### config.mk
export PLATFORM = sky130hd
export DESIGN_NAME = instruction_fetch_unit
export DESIGN_NICKNAME = d
export VERILOG_FILES = /design/src/rtl/instruction_fetch_unit.sv
export SDC_FILE = /design/constraint.sdc
export NUM_CORES = 1
export LEC_CHECK = 0
export CAP_MARGIN = 20
export CORE_UTILIZATION = 39
export CTS_CLUSTER_SIZE = 30
export DETAILED_ROUTE_END_ITERATION = 10
export PLACE_DENSITY_LB_ADDON = 0.15
export SLEW_MARGIN = 20
export SYNTH_ARGS = -nofsm -noshare
export SYNTH_HDL_FRONTEND = slang
export SYNTH_SLANG_ARGS = --single-unit
### constraint.sdc
create_clock -name clock -period 4.8 [get_ports clock]
set_clock_uncertainty 0.15 [all_clocks]
set_input_delay 0.48 -clock clock [delete_from_list [all_inputs] [get_ports clock]]
set_output_delay 0.48 -clock clock [all_outputs]
set_load 0.02 [all_outputs]
### src/rtl/instruction_fetch_unit.sv
// Instruction fetch stage: owns the program counter, drives the instruction
// memory word address, and pairs the returned word with its byte PC and a
// valid bit for decode. Handles stall, branch redirect and end-of-memory halt.
// The instruction memory registers its output, so a word read at one edge
// appears at instructionIn after that edge.

module instruction_fetch_unit #(
   parameter logic [63:0] RESET_PC  = 64'd0,
   parameter int unsigned MEM_WORDS = 1000
) (
   input  logic        clock,
   input  logic        reset,
   input  logic        stall,
   input  logic        branchTaken,
   input  logic [63:0] branchTarget,
   output logic [63:0] readAddress,
   input  logic [31:0] instructionIn,
   output logic [31:0] instructionOut,
   output logic [63:0] pcOut,
   output logic        validOut,
   output logic        halted,
   output logic [31:0] fetchCount
);

   localparam int unsigned PC_W  = 64;
   localparam int unsigned CNT_W = 32;
   localparam logic [PC_W-1:0] PC_STEP   = PC_W'(4);
   localparam logic [PC_W-1:0] MEM_LIMIT = PC_W'(MEM_WORDS);

   // fetch-side PC (address presented to memory) and decode-side PC/valid
   logic [PC_W-1:0]  pc_f;
   logic [PC_W-1:0]  pc_d;
   logic             valid_d;
   logic [CNT_W-1:0] fetch_cnt;

   logic [PC_W-1:0]  pc_f_next;
   logic [PC_W-1:0]  pc_d_next;
   logic             valid_d_next;
   logic             count_en;
   logic [PC_W-1:0]  branch_pc;
   logic             fetch_halted;

   // low target bits are discarded: targets are always word aligned
   logic             unused_target_bits;

   // redirect target with the byte offset forced to zero
   assign branch_pc          = {branchTarget[63:2], 2'b00};
   assign unused_target_bits = ^branchTarget[1:0];

   // fetch stops once the fetch PC points past the end of instruction memory
   assign fetch_halted = (pc_f >> 2) >= MEM_LIMIT;

   // while stalled, re-read the decode-side word so the memory output holds
   assign readAddress = stall ? (pc_d >> 2) : (pc_f >> 2);

   // decode-side outputs come straight from state; the word passes through
   assign instructionOut = instructionIn;
   assign pcOut          = pc_d;
   assign validOut       = valid_d;
   assign halted         = fetch_halted;
   assign fetchCount     = fetch_cnt;

   // next-state selection: redirect, then stall, then halt, then sequential fetch
   always_comb begin
      pc_f_next    = pc_f;
      pc_d_next    = pc_d;
      valid_d_next = valid_d;
      count_en     = valid_d && !stall;

      if (branchTaken) begin
         pc_f_next    = branch_pc;
         valid_d_next = 1'b0;
      end else if (stall) begin
         pc_f_next    = pc_f;
         valid_d_next = valid_d;
      end else if (fetch_halted) begin
         valid_d_next = 1'b0;
      end else begin
         pc_d_next    = pc_f;
         valid_d_next = 1'b1;
         pc_f_next    = pc_f + PC_STEP;
      end
   end

   // PC / valid state with asynchronous reset
   always_ff @(posedge clock or posedge reset) begin
      if (reset) begin
         pc_f    <= RESET_PC;
         pc_d    <= '0;
         valid_d <= 1'b0;
      end else begin
         pc_f    <= pc_f_next;
         pc_d    <= pc_d_next;
         valid_d <= valid_d_next;
      end
   end

   // delivered-instruction counter, wraps modulo 2^32
   always_ff @(posedge clock or posedge reset) begin
      if (reset) begin
         fetch_cnt <= '0;
      end else if (count_en) begin
         fetch_cnt <= fetch_cnt + CNT_W'(1);
      end
   end

endmodule

After elaboration in Yosys (flattened, before gate mapping)

Index checks and enable logic that the tools add are counted.
W data, S select, Z words.

Word-level logic and storage cells: 23
Input port bits: 100
Flip-flop bits (word level): 161
Output and inout port bits: 194

Bitwise logic cells: 3
Multiplexer cells: 7
Magnitude comparators: 1
$add $sub $neg: 2
Reduce and logical (&&, ||, !) cells: 4
Equality and inequality tests: 2

Operator list:

| operator                | count |
|---|---|
| $mux W64                | 3 |
| $add A64 B3 Y64 const B | 1 |
| $ge A62 B10 Y1 const B  | 1 |
| $mux W62                | 1 |
| $add A32 B1 Y32 const B | 1 |
| $mux W1                 | 3 |
| $not A1 Y1              | 3 |
| $reduce_and A3 Y1       | 1 |
| $ne A2 B1 Y1 const B    | 1 |
| $ne A2 B2 Y1 const B    | 1 |
| $reduce_and A2 Y1       | 1 |
| $logic_and A1 B1 Y1     | 1 |
| $logic_not A1 Y1        | 1 |

Longest topological paths before layout

Gate-level depths: netlist of run 1.

Depth after elaboration: 4
Depth in mapped cells: 7
Depth with buffers taken out: 6

Worst setup path after synthesis of run 1

Ideal clock, no wire load.

Path type: input to output
From: input stall
To: output readAddress[49]
Buffers on the path: 3
Path slack: 2.268 ns
Required time: 4.170 ns
Arrival: 1.902 ns
Stages on the path: 4
Path through: clkbuf_1 > buf_1 > buf_1 > mux2_2

Cells in the longest elaborated chain, start to end: 1

RTL lines:

| element            | RTL line | text |
|---|---|---|
| start: declaration | 13       | `input logic stall,` |
| $mux W62           | 54       | `assign readAddress = stall ? (pc_d >> 2) : (pc_f >> 2);` |
| end: declaration   | 16       | `output logic [63:0] readAddress,` |

Every way passes these cells.

Worst setup path after layout of run 1

From: register pc_f[44]
To: output halted

Cells in the longest elaborated chain, start to end: 1

RTL lines:

| element                  | RTL line | text |
|---|---|---|
| start: declaration       | 31       | `logic [PC_W-1:0] pc_f;` |
| start signal: assignment | 92       | `pc_f <= pc_f_next;` |
| $ge A62 B10 Y1           | 51       | `assign fetch_halted = (pc_f >> 2) >= MEM_LIMIT;` |
| end: declaration         | 21       | `output logic halted,` |

Every way passes these cells.

==> run metrics, run 1 <==
Setup crit start pc_f[44]; # diodes 0; achievable clock frequency 0.266 GHz; nets 862; worst r2r src pc_f[44]; die height 137 um; # port buffers 223; post-synthesis cell type count 42; # hold bufs at CTS 0; Final Hold Fails 0; final worst slack 1.05 ns; post-layout minimum cycle time 3.75 ns; H-tree Lvls 4; Worst-Margin Slew 0.973 ns; critical path launch point type flop; clock root buffer clkbuf_16; final core utilization 0.556; Resized Gates After CTS 0; vias post-DR around 5000; Most used DFF post-synth dfrtp_1; Max-Cap Viols 0; Skew-Pair Late Insertion Delay 0.41 ns; CTS tree built; Final Slew Violations 0; Buffers & Inverters on Critical Path 1; drt total wl 17800 um; Synth area leader dfrtp_1; adder-cell area share of the yosys netlist 0.00527; CP top delay family simple AND/OR/NAND/NOR gates; largest family of logic cells by synthesized area multiplexers; Synth Cell Area 7120 um2; Initial Util 0.398; CP Max Fanout 15; Finished Layout Cells 1001; max incr delay on CP ~0.87 ns; Post-synth EDFFs 0; TritonCTS buffer count 17; Post-synth ARST share 1.00; share of layout cells above drive strength 1 0.202; Max clock buf depth 2; largest net degree at the start of global routing between 80 and 90; io pins between 200 and 300; global route overflow 0; Worst EP arrival 3.12 ns; slew margin rel. 0.352; vias in the first global route 5137; core box area 17900 um2; DRT Pass-1 Iters 6; pre-CTS setup slack roughly 1.1 ns; Syn-to-layout area delta 39.8%; first-pass GRT wire length 27700 um; Area contributors post-synth dfrtp_1 55%, mux2_2 18%, nor2b_1 4.7%; Placer Congestion 0.825; setup TNS 0 ns; crit-path cells nor4_1 -> nand4_1 -> or4_1 -> clkdlybuf4s50_1; Hold Crit Class primary input to asynchronous set/reset pin; Cell Count Post-Placement approximately 970; initial antenna violation count 0; #FFs+latches synth 157; Compound-Gate Fraction of Synth Area 0.0216; syn avg cell area 12.5 um2; power per cell area 323 nW/um2; Worst EP required 4.17 ns; post-CTS setup buffer count 0; DRC viols 0; per-cell routed wire length 17.8 um; P_leak about 4.3 nW; critical path class flop to output port; sinks on the clock net 157; xor/xnor share of the synthesized area 0.0381; final setup fails 0; Core Rows 49; detailed router's first-iteration violation count 204; Synth Area in Simple Gates 0.134; VDD IR-drop max approximately 0.00025 V; DIE WIDTH ~140 um; Post-DRT Antenna Nets 0; Final period util 0.782; multiplexer area fraction after synthesis 0.191; share of Yosys cell area claimed by the top area cell type 0.551; vias per inst 4.97; Mapped Cells 569; GR Util All Layers 0.196; DP HPWL 12500 um; clock slew at reported path FFs 0.06 ns; Max stage delay cell, worst path or4_1; status complete, no violations; crit path capture type output port; die area 18800 um2; RSZ-0062 raised after global routing false; synth warn 0; sequential area share after synthesis 0.551
## final timing paths
path / cells after the start / slack (ns) / to
max in group asynchronous: 3 / 3.16 / pc_f[12]
max reg2reg: 6 / 1.15 / pcOut[20]
min: 2 / 0.29 / pcOut[4]
min in group clock: 1 / 0.34 / fetchCount[31]
max: 4 / 1.05 / halted
min reg2reg: 1 / 0.34 / fetchCount[31]
## state kept, by name (all words and copies together) (netlist names)
name / cells
pcOut: 62
validOut: 1
fetchCount: 32
pc_f: 62
## synthesized netlist by cell type, types with 8 or more instances
cell type  count
xnor2_1       19
buf_4         36
nand2_1       26
clkbuf_1      12
nor4_1        14
mux2_1         8
xor2_1        12
mux2_2       112
nand3_1       17
dfrtp_1      157
nand4_1       10
nor2_1        16
o21ai_0        8
nor2b_1       53
## layout make-up
class	instances	area, um2
fill	1534	7940
sequential	157	3930
multi-input combinational	347	2790
timing repair buffer	230	2290
clock buffer	20	447
tap	229	287
clock inverter	12	185
inverter	6	26.3
## metrics by stage
stage | hold slack, ns | power (W) | cell area, um2
4_1_cts | 0.285 | 0.00327 | 9960
3_5_place_dp | 0.330 | 0.00182 | 9330
3_3_place_gp | 0.308 | 0.00181 | 9320
2_1_floorplan | 0.350 | 0.00168 | 7140
6_report | 0.291 | 0.00322 | 9960
5_1_grt | 0.301 | 0.00336 | 9960
## layer usage
metal | vias to the layer above | wire, um | track usage | part of all wire
li1 | 2324 | - | - | -
met1 | 2437 | 7600 | 0.243 | 0.43
met2 | 192 | 8360 | 0.309 | 0.47
met3 | 26 | 1520 | 0.0822 | 0.086
met4 | 0 | 292 | 0.0617 | 0.016
met5 | - | 0 | 0 | 0
## power breakdown
| part | internal, W | switching (W) |
|---|---|---|
| clock | 0.000891 | 0.000544 |
| sequential | 0.00138 | 0.0000484 |
| combinational | 0.000198 | 0.000165 |
| total | 0.00246 | 0.000758 |
## kinds of logic after synthesis
kind of cell / after synthesis
other cells: 1
fa+ha+maj: 3
mux: 121
buf+inv: 68
xor+xnor: 31
compound gates: 23
flops: 157
simple gates: 165
## cells in the final DEF (no fill, tap or decap), drive strengths merged, types with 2 or more instances in the layout
cell type / synthesis / layout
o31a: 2 / 2
nand4: 10 / 10
nor3: 4 / 4
o41ai: 2 / 2
buf: 50 / 8
or3: 3 / 3
xnor2: 19 / 19
nand3: 17 / 17
inv: 6 / 8
ha: 3 / 3
o21ai: 8 / 8
dfrtp: 157 / 157
and3: 4 / 4
clkbuf: 12 / 20
nand2b: 3 / 3
xor2: 12 / 12
and4: 7 / 7
nor4: 15 / 15
nand2: 26 / 26
o211ai: 2 / 2
conb: 1 / 4
or4: 3 / 3
clkinvlp: 0 / 5
a31oi: 4 / 4
clkdlybuf4s50: 0 / 221
nor2b: 53 / 53
mux2: 120 / 120
nor2: 16 / 16
bufinv: 0 / 4
nand4b: 2 / 2
Power figures use the tool's default switching activity.
==> inputs of run 2 (changes only) <==
Settings changed: CORE_UTILIZATION 39 to 40.
Clock period 4.8 ns to 3.7 ns, I/O delays scaled along.
==> run metrics, run 2 (synthesis gave the netlist of run 1 again) <==
Worst-Margin Slew 1.03 ns (was 0.973 ns); first-pass GRT wire length 28000 um (was 27700 um); RR Endpoint pc_f[6] (was pcOut[20]); vias post-DR 4974 (was 4979); Placer Congestion 0.785 (was 0.825); io pins 294 (unchanged); post-route cell area 9880 um2 (was 9960 um2); setup TNS 0 ns (unchanged); initial antenna violation count 0 (unchanged); Max clock buf depth 2 (unchanged); vias in the first global route 5056 (was 5137); critical path class flop to output port (unchanged); core box area 17400 um2 (was 17900 um2); final core utilization 0.569 (was 0.556); post-layout minimum cycle time 3.39 ns; DP HPWL 12100 um (was 12500 um); worst r2r src pc_f[16] (was pc_f[44]); drt total wl 17600 um (was 17800 um); Final Slew Violations 0 (unchanged); CTS tree built (unchanged); # hold bufs at CTS 0 (unchanged); per-cell routed wire length 17.7 um (was 17.8 um); # diodes 0 (unchanged); clock slew at reported path FFs 0.06 ns (about the same); detailed router's first-iteration violation count 225 (was 204); H-tree Lvls 4 (unchanged); largest net degree at the start of global routing 158 (was 84); post-CTS setup buffer count 0 (unchanged); global route overflow 0 (unchanged); DRT Pass-1 Iters 4 (was 6); nets 861 (was 862); critical path launch point type flop (unchanged); Resized Gates After CTS 0 (unchanged); Skew-Pair Late Insertion Delay 0.41 ns (about the same); R2R Setup Slk 0.73 ns (was 1.15 ns); CP Max Fanout 3 (was 15); commonest non-fill, non-tap cell in the layout clkdlybuf4s50_1 (unchanged); fillcell total 1477 (was 1534); clock root buffer clkbuf_16 (unchanged); Syn-to-layout area delta 38.7% (was 39.8%); sinks on the clock net 157 (unchanged); TritonCTS buffer count 17 (unchanged); Max-Cap Viols 0 (unchanged); most frequent cells in the layout 221 x clkdlybuf4s50_1, 157 x dfrtp_1, 112 x mux2_2, 53 x nor2b_1, 26 x nand2_1 (unchanged); Post-DRT Antenna Nets 0 (unchanged); status complete, no violations (unchanged); Initial Util 0.410 (was 0.398); # port buffers 223 (unchanged); vias per inst 5.00 (was 4.97); Final period util 0.916; Post-DP Area 9330 um2 (about the same); share of layout cells above drive strength 1 0.197 (was 0.202); final setup fails 0 (unchanged); DRC viols 0 (unchanged); P_leak 4.31 nW (was 4.34 nW); DIE WIDTH 135 um (was 137 um); Final Hold Fails 0 (unchanged); GR Util All Layers 0.200 (was 0.196); Worst EP arrival 2.87 ns (was 3.12 ns); die height 135 um (was 137 um); die area 18300 um2 (was 18800 um2); achievable clock frequency 0.295 GHz; Core Rows 48 (was 49); Worst EP required 3.18 ns (was 4.17 ns); VDD IR-drop max 0.000306 V (was 0.000248 V); Hold Crit Class primary input to asynchronous set/reset pin (unchanged); power per cell area 403 nW/um2 (was 323 nW/um2); crit path capture type output port (unchanged); RSZ-0062 raised after global routing false (unchanged); slew margin rel. 0.313 (was 0.352); r2r worst-path depth 6 (unchanged)
## run 2: changes by cell type in the layout (fill, tap and decap cells not counted)
cell	previous run	this run
clkinvlp_4	5	2
buf_12	1	2
buf_4	6	5
clkbuf_1	2	4
clkinv_4	1	3
bufinv_16	4	2
clkdlybuf4s15_2	1	0
clkbuf_8	1	0
clkinv_2	0	3
inv_6	3	1
## run 2: critical path: stages (launching register included)
cell and delay, ns:
dfrtp_1 0.39, nor4_1 0.56, o211ai_1 0.22, or4_1 0.69, clkdlybuf4s50_1 0.59
## run 2: cell type report
cell class | count | area [um2] | area share
Sequential cell | 157 | 3930 | 0.398
Multi-Input combinational cell | 347 | 2790 | 0.283
Inverter | 6 | 26.3 | 0.00266
Clock buffer | 21 | 440 | 0.0446
Tap cell | 225 | 282 | 0.0285
Clock inverter | 10 | 118 | 0.0119
Timing Repair Buffer | 229 | 2290 | 0.232
## run 2: worst max path at each step
stage          startpoint        endpoint  slack, ns  cells after the start
3_5_place_dp     pc_f[16]          halted       0.64                      4
5_1_grt          pc_f[16]          halted       0.17                      4
6_report         pc_f[16]          halted       0.31                      4
2_1_floorplan       reset   fetchCount[0]       1.19                      1
4_1_cts          pc_f[16]          halted       0.17                      4
3_3_place_gp        stall  fetchCount[28]       0.74                      6
## run 2: metal layers
| metal | up-vias | track usage | wire length (um) |
|---|---|---|---|
| met4 | 0 | 0.0712 | 282 |
| li1 | 2328 | - | - |
| met5 | - | 0 | 0 |
| met1 | 2422 | 0.259 | 7570 |
| met2 | 204 | 0.309 | 8250 |
| met3 | 20 | 0.0722 | 1540 |
## run 2: per-stage QoR
stage	cells	setup WS (ns)	power [W]	hold slack, ns
floorplan	572	1.19	0.00218	0.337
finish	995	0.309	0.00398	0.308
global route	995	0.171	0.00415	0.366
CTS	995	0.175	0.00404	0.345
global placement	964	0.742	0.00235	0.324
detailed placement	964	0.644	0.00235	0.322
## run 2: power breakdown
group	internal [W]	switching, W
Clock	0.000991	0.000676
Sequential	0.00178	0.0000623
Combinational	0.000257	0.000213
Total	0.00303	0.000952
==> inputs of run 3 (changes only) <==
Clock period 3.7 ns to 3.25 ns, I/O delays scaled along.
==> run metrics, run 3 (synthesis gave the netlist of run 1 again) <==
critical path launch point type flop (unchanged); Max stage delay cell, worst path or4_4 (was or4_1); most frequent cells in the layout 220 x clkdlybuf4s50_1, 157 x dfrtp_1, 112 x mux2_2, 53 x nor2b_1, 26 x nand2_1 (was 221 x clkdlybuf4s50_1, 157 x dfrtp_1, 112 x mux2_2, 53 x nor2b_1, 26 x nand2_1); TritonCTS buffer count 17 (unchanged); die area 18300 um2 (unchanged); Design Power 0.00475 W (was 0.00398 W); commonest non-fill, non-tap cell in the layout clkdlybuf4s50_1 (unchanged); first-pass GRT wire length 28800 um (was 28000 um); met2 WL 8350 um (was 8250 um); crit-path cells nor4_4 -> buf_4 -> o211ai_1 -> or4_4 -> dlymetal6s2s_1 (was nor4_1 -> o211ai_1 -> or4_1 -> clkdlybuf4s50_1); # diodes 0 (unchanged); CP top delay family simple AND/OR/NAND/NOR gates (unchanged); largest net degree at the start of global routing 73 (was 158); Crit path depth 5 (was 4); io pins 294 (unchanged); achievable clock frequency 0.352 GHz; crit path capture type output port (unchanged); drt total wl 17800 um (was 17600 um); vias post-DR 5043 (was 4974); power per cell area 472 nW/um2 (was 403 nW/um2); # port buffers 223 (unchanged); setup TNS 0 ns (unchanged); DRT Pass-1 Iters 6 (was 4); DP HPWL 12600 um (was 12100 um); H-tree Lvls 4 (unchanged); GR Util All Layers 0.207 (was 0.200); Skew-Pair Late Insertion Delay 0.42 ns (was 0.41 ns); final setup fails 0 (unchanged); nets 867 (was 861); metal3 WL 1560 um (was 1540 um); Final Slew Violations 0 (unchanged); Hold Crit Class primary input to asynchronous set/reset pin (unchanged); share of layout cells above drive strength 1 0.214 (was 0.197); post-layout minimum cycle time 2.84 ns; Final period util 0.874; Core Rows 48 (unchanged); sinks on the clock net 157 (unchanged); die height 135 um (unchanged); Post-DRT Antenna Nets 0 (unchanged); Syn-to-layout area delta 41.3% (was 38.7%); clock slew at reported path FFs 0.07 ns (was 0.06 ns); detailed router's first-iteration violation count 147 (was 225); initial antenna violation count 0 (unchanged); Worst-Margin Slew 0.958 ns (was 1.03 ns); core box area 17400 um2 (unchanged); per-cell routed wire length 17.8 um (was 17.7 um); max incr delay on CP 0.63 ns (was 0.69 ns); global route overflow 0 (unchanged); Final Hold Fails 0 (unchanged); slew margin rel. 0.361 (was 0.313); r2r worst-path depth 7 (was 6); CTS tree built (unchanged); DRC viols 0 (unchanged); Buffers & Inverters on Critical Path 2 (was 1); final core utilization 0.580 (was 0.569); wl on met1 7650 um (was 7570 um); Worst EP arrival 2.37 ns (was 2.87 ns); Max clock buf depth 2 (unchanged); Worst EP required 2.77 ns (was 3.18 ns); Placer Congestion 0.809 (was 0.785); clock root buffer clkbuf_16 (unchanged); Initial Util 0.410 (unchanged); RSZ-0062 raised after global routing false (unchanged); CP Max Fanout 3 (unchanged); VDD IR-drop max 0.000362 V (was 0.000306 V); DIE WIDTH 135 um (unchanged); Max-Cap Viols 0 (unchanged); vias per inst 5.03 (was 5.00); vias in the first global route 5199 (was 5056); P_leak 4.39 nW (was 4.31 nW); DR top layer met4 (unchanged); status complete, no violations (unchanged); critical path class flop to output port (unchanged)
-- run 3: cell type report --
class | count | area [um2]
clock buffer | 21 | 480
clock inverter | 11 | 154
fill | 1437 | 7290
inverter | 6 | 26.3
multi-input combinational | 347 | 2820
sequential | 157 | 3930
tap | 225 | 282
timing repair buffer | 235 | 2380
-- run 3: report_power, final --
part           internal, W  total [W]  switching, W
clock              0.00130    0.00210      0.000804
combinational     0.000300   0.000546      0.000246
sequential         0.00203    0.00211     0.0000742
total              0.00363    0.00475       0.00112
-- run 3: repair_timing --
item                       in CTS  in global routing
hold buffers                    0                  0
resized for setup               2                  3
cloned                          0                  0
setup buffers                   0                  0
setup endpoints to repair       1                  1
-- run 3: stage by stage --
step	hold slack, ns	instances	setup slack, ns	instance area (um2)
CTS	0.290	1002	0.00608	10100
global route	0.306	1002	0.321	10100
detailed placement	0.331	970	0.156	9410
finish	0.271	1002	0.408	10100
floorplan	0.292	572	0.788	7140
global placement	0.324	970	0.199	9410
-- run 3: final timing paths --
kind	start	end	slack, ns
hold reg to reg	fetchCount[21]	fetchCount[21]	0.34
max in group asynchronous	reset	pcOut[62]	1.97
hold / removal	reset	pcOut[3]	0.27
setup / recovery	pc_f[16]	halted	0.41
min in group clock	branchTarget[2]	pc_f[2]	0.32
setup reg to reg	pc_f[16]	pc_f[6]	0.48
-- run 3: metal layers --
metal,vias to the layer above,track usage
met2,206,0.309
met3,22,0.0827
met4,0,0.0618
met5,-,0
li1,2336,-
met1,2479,0.274
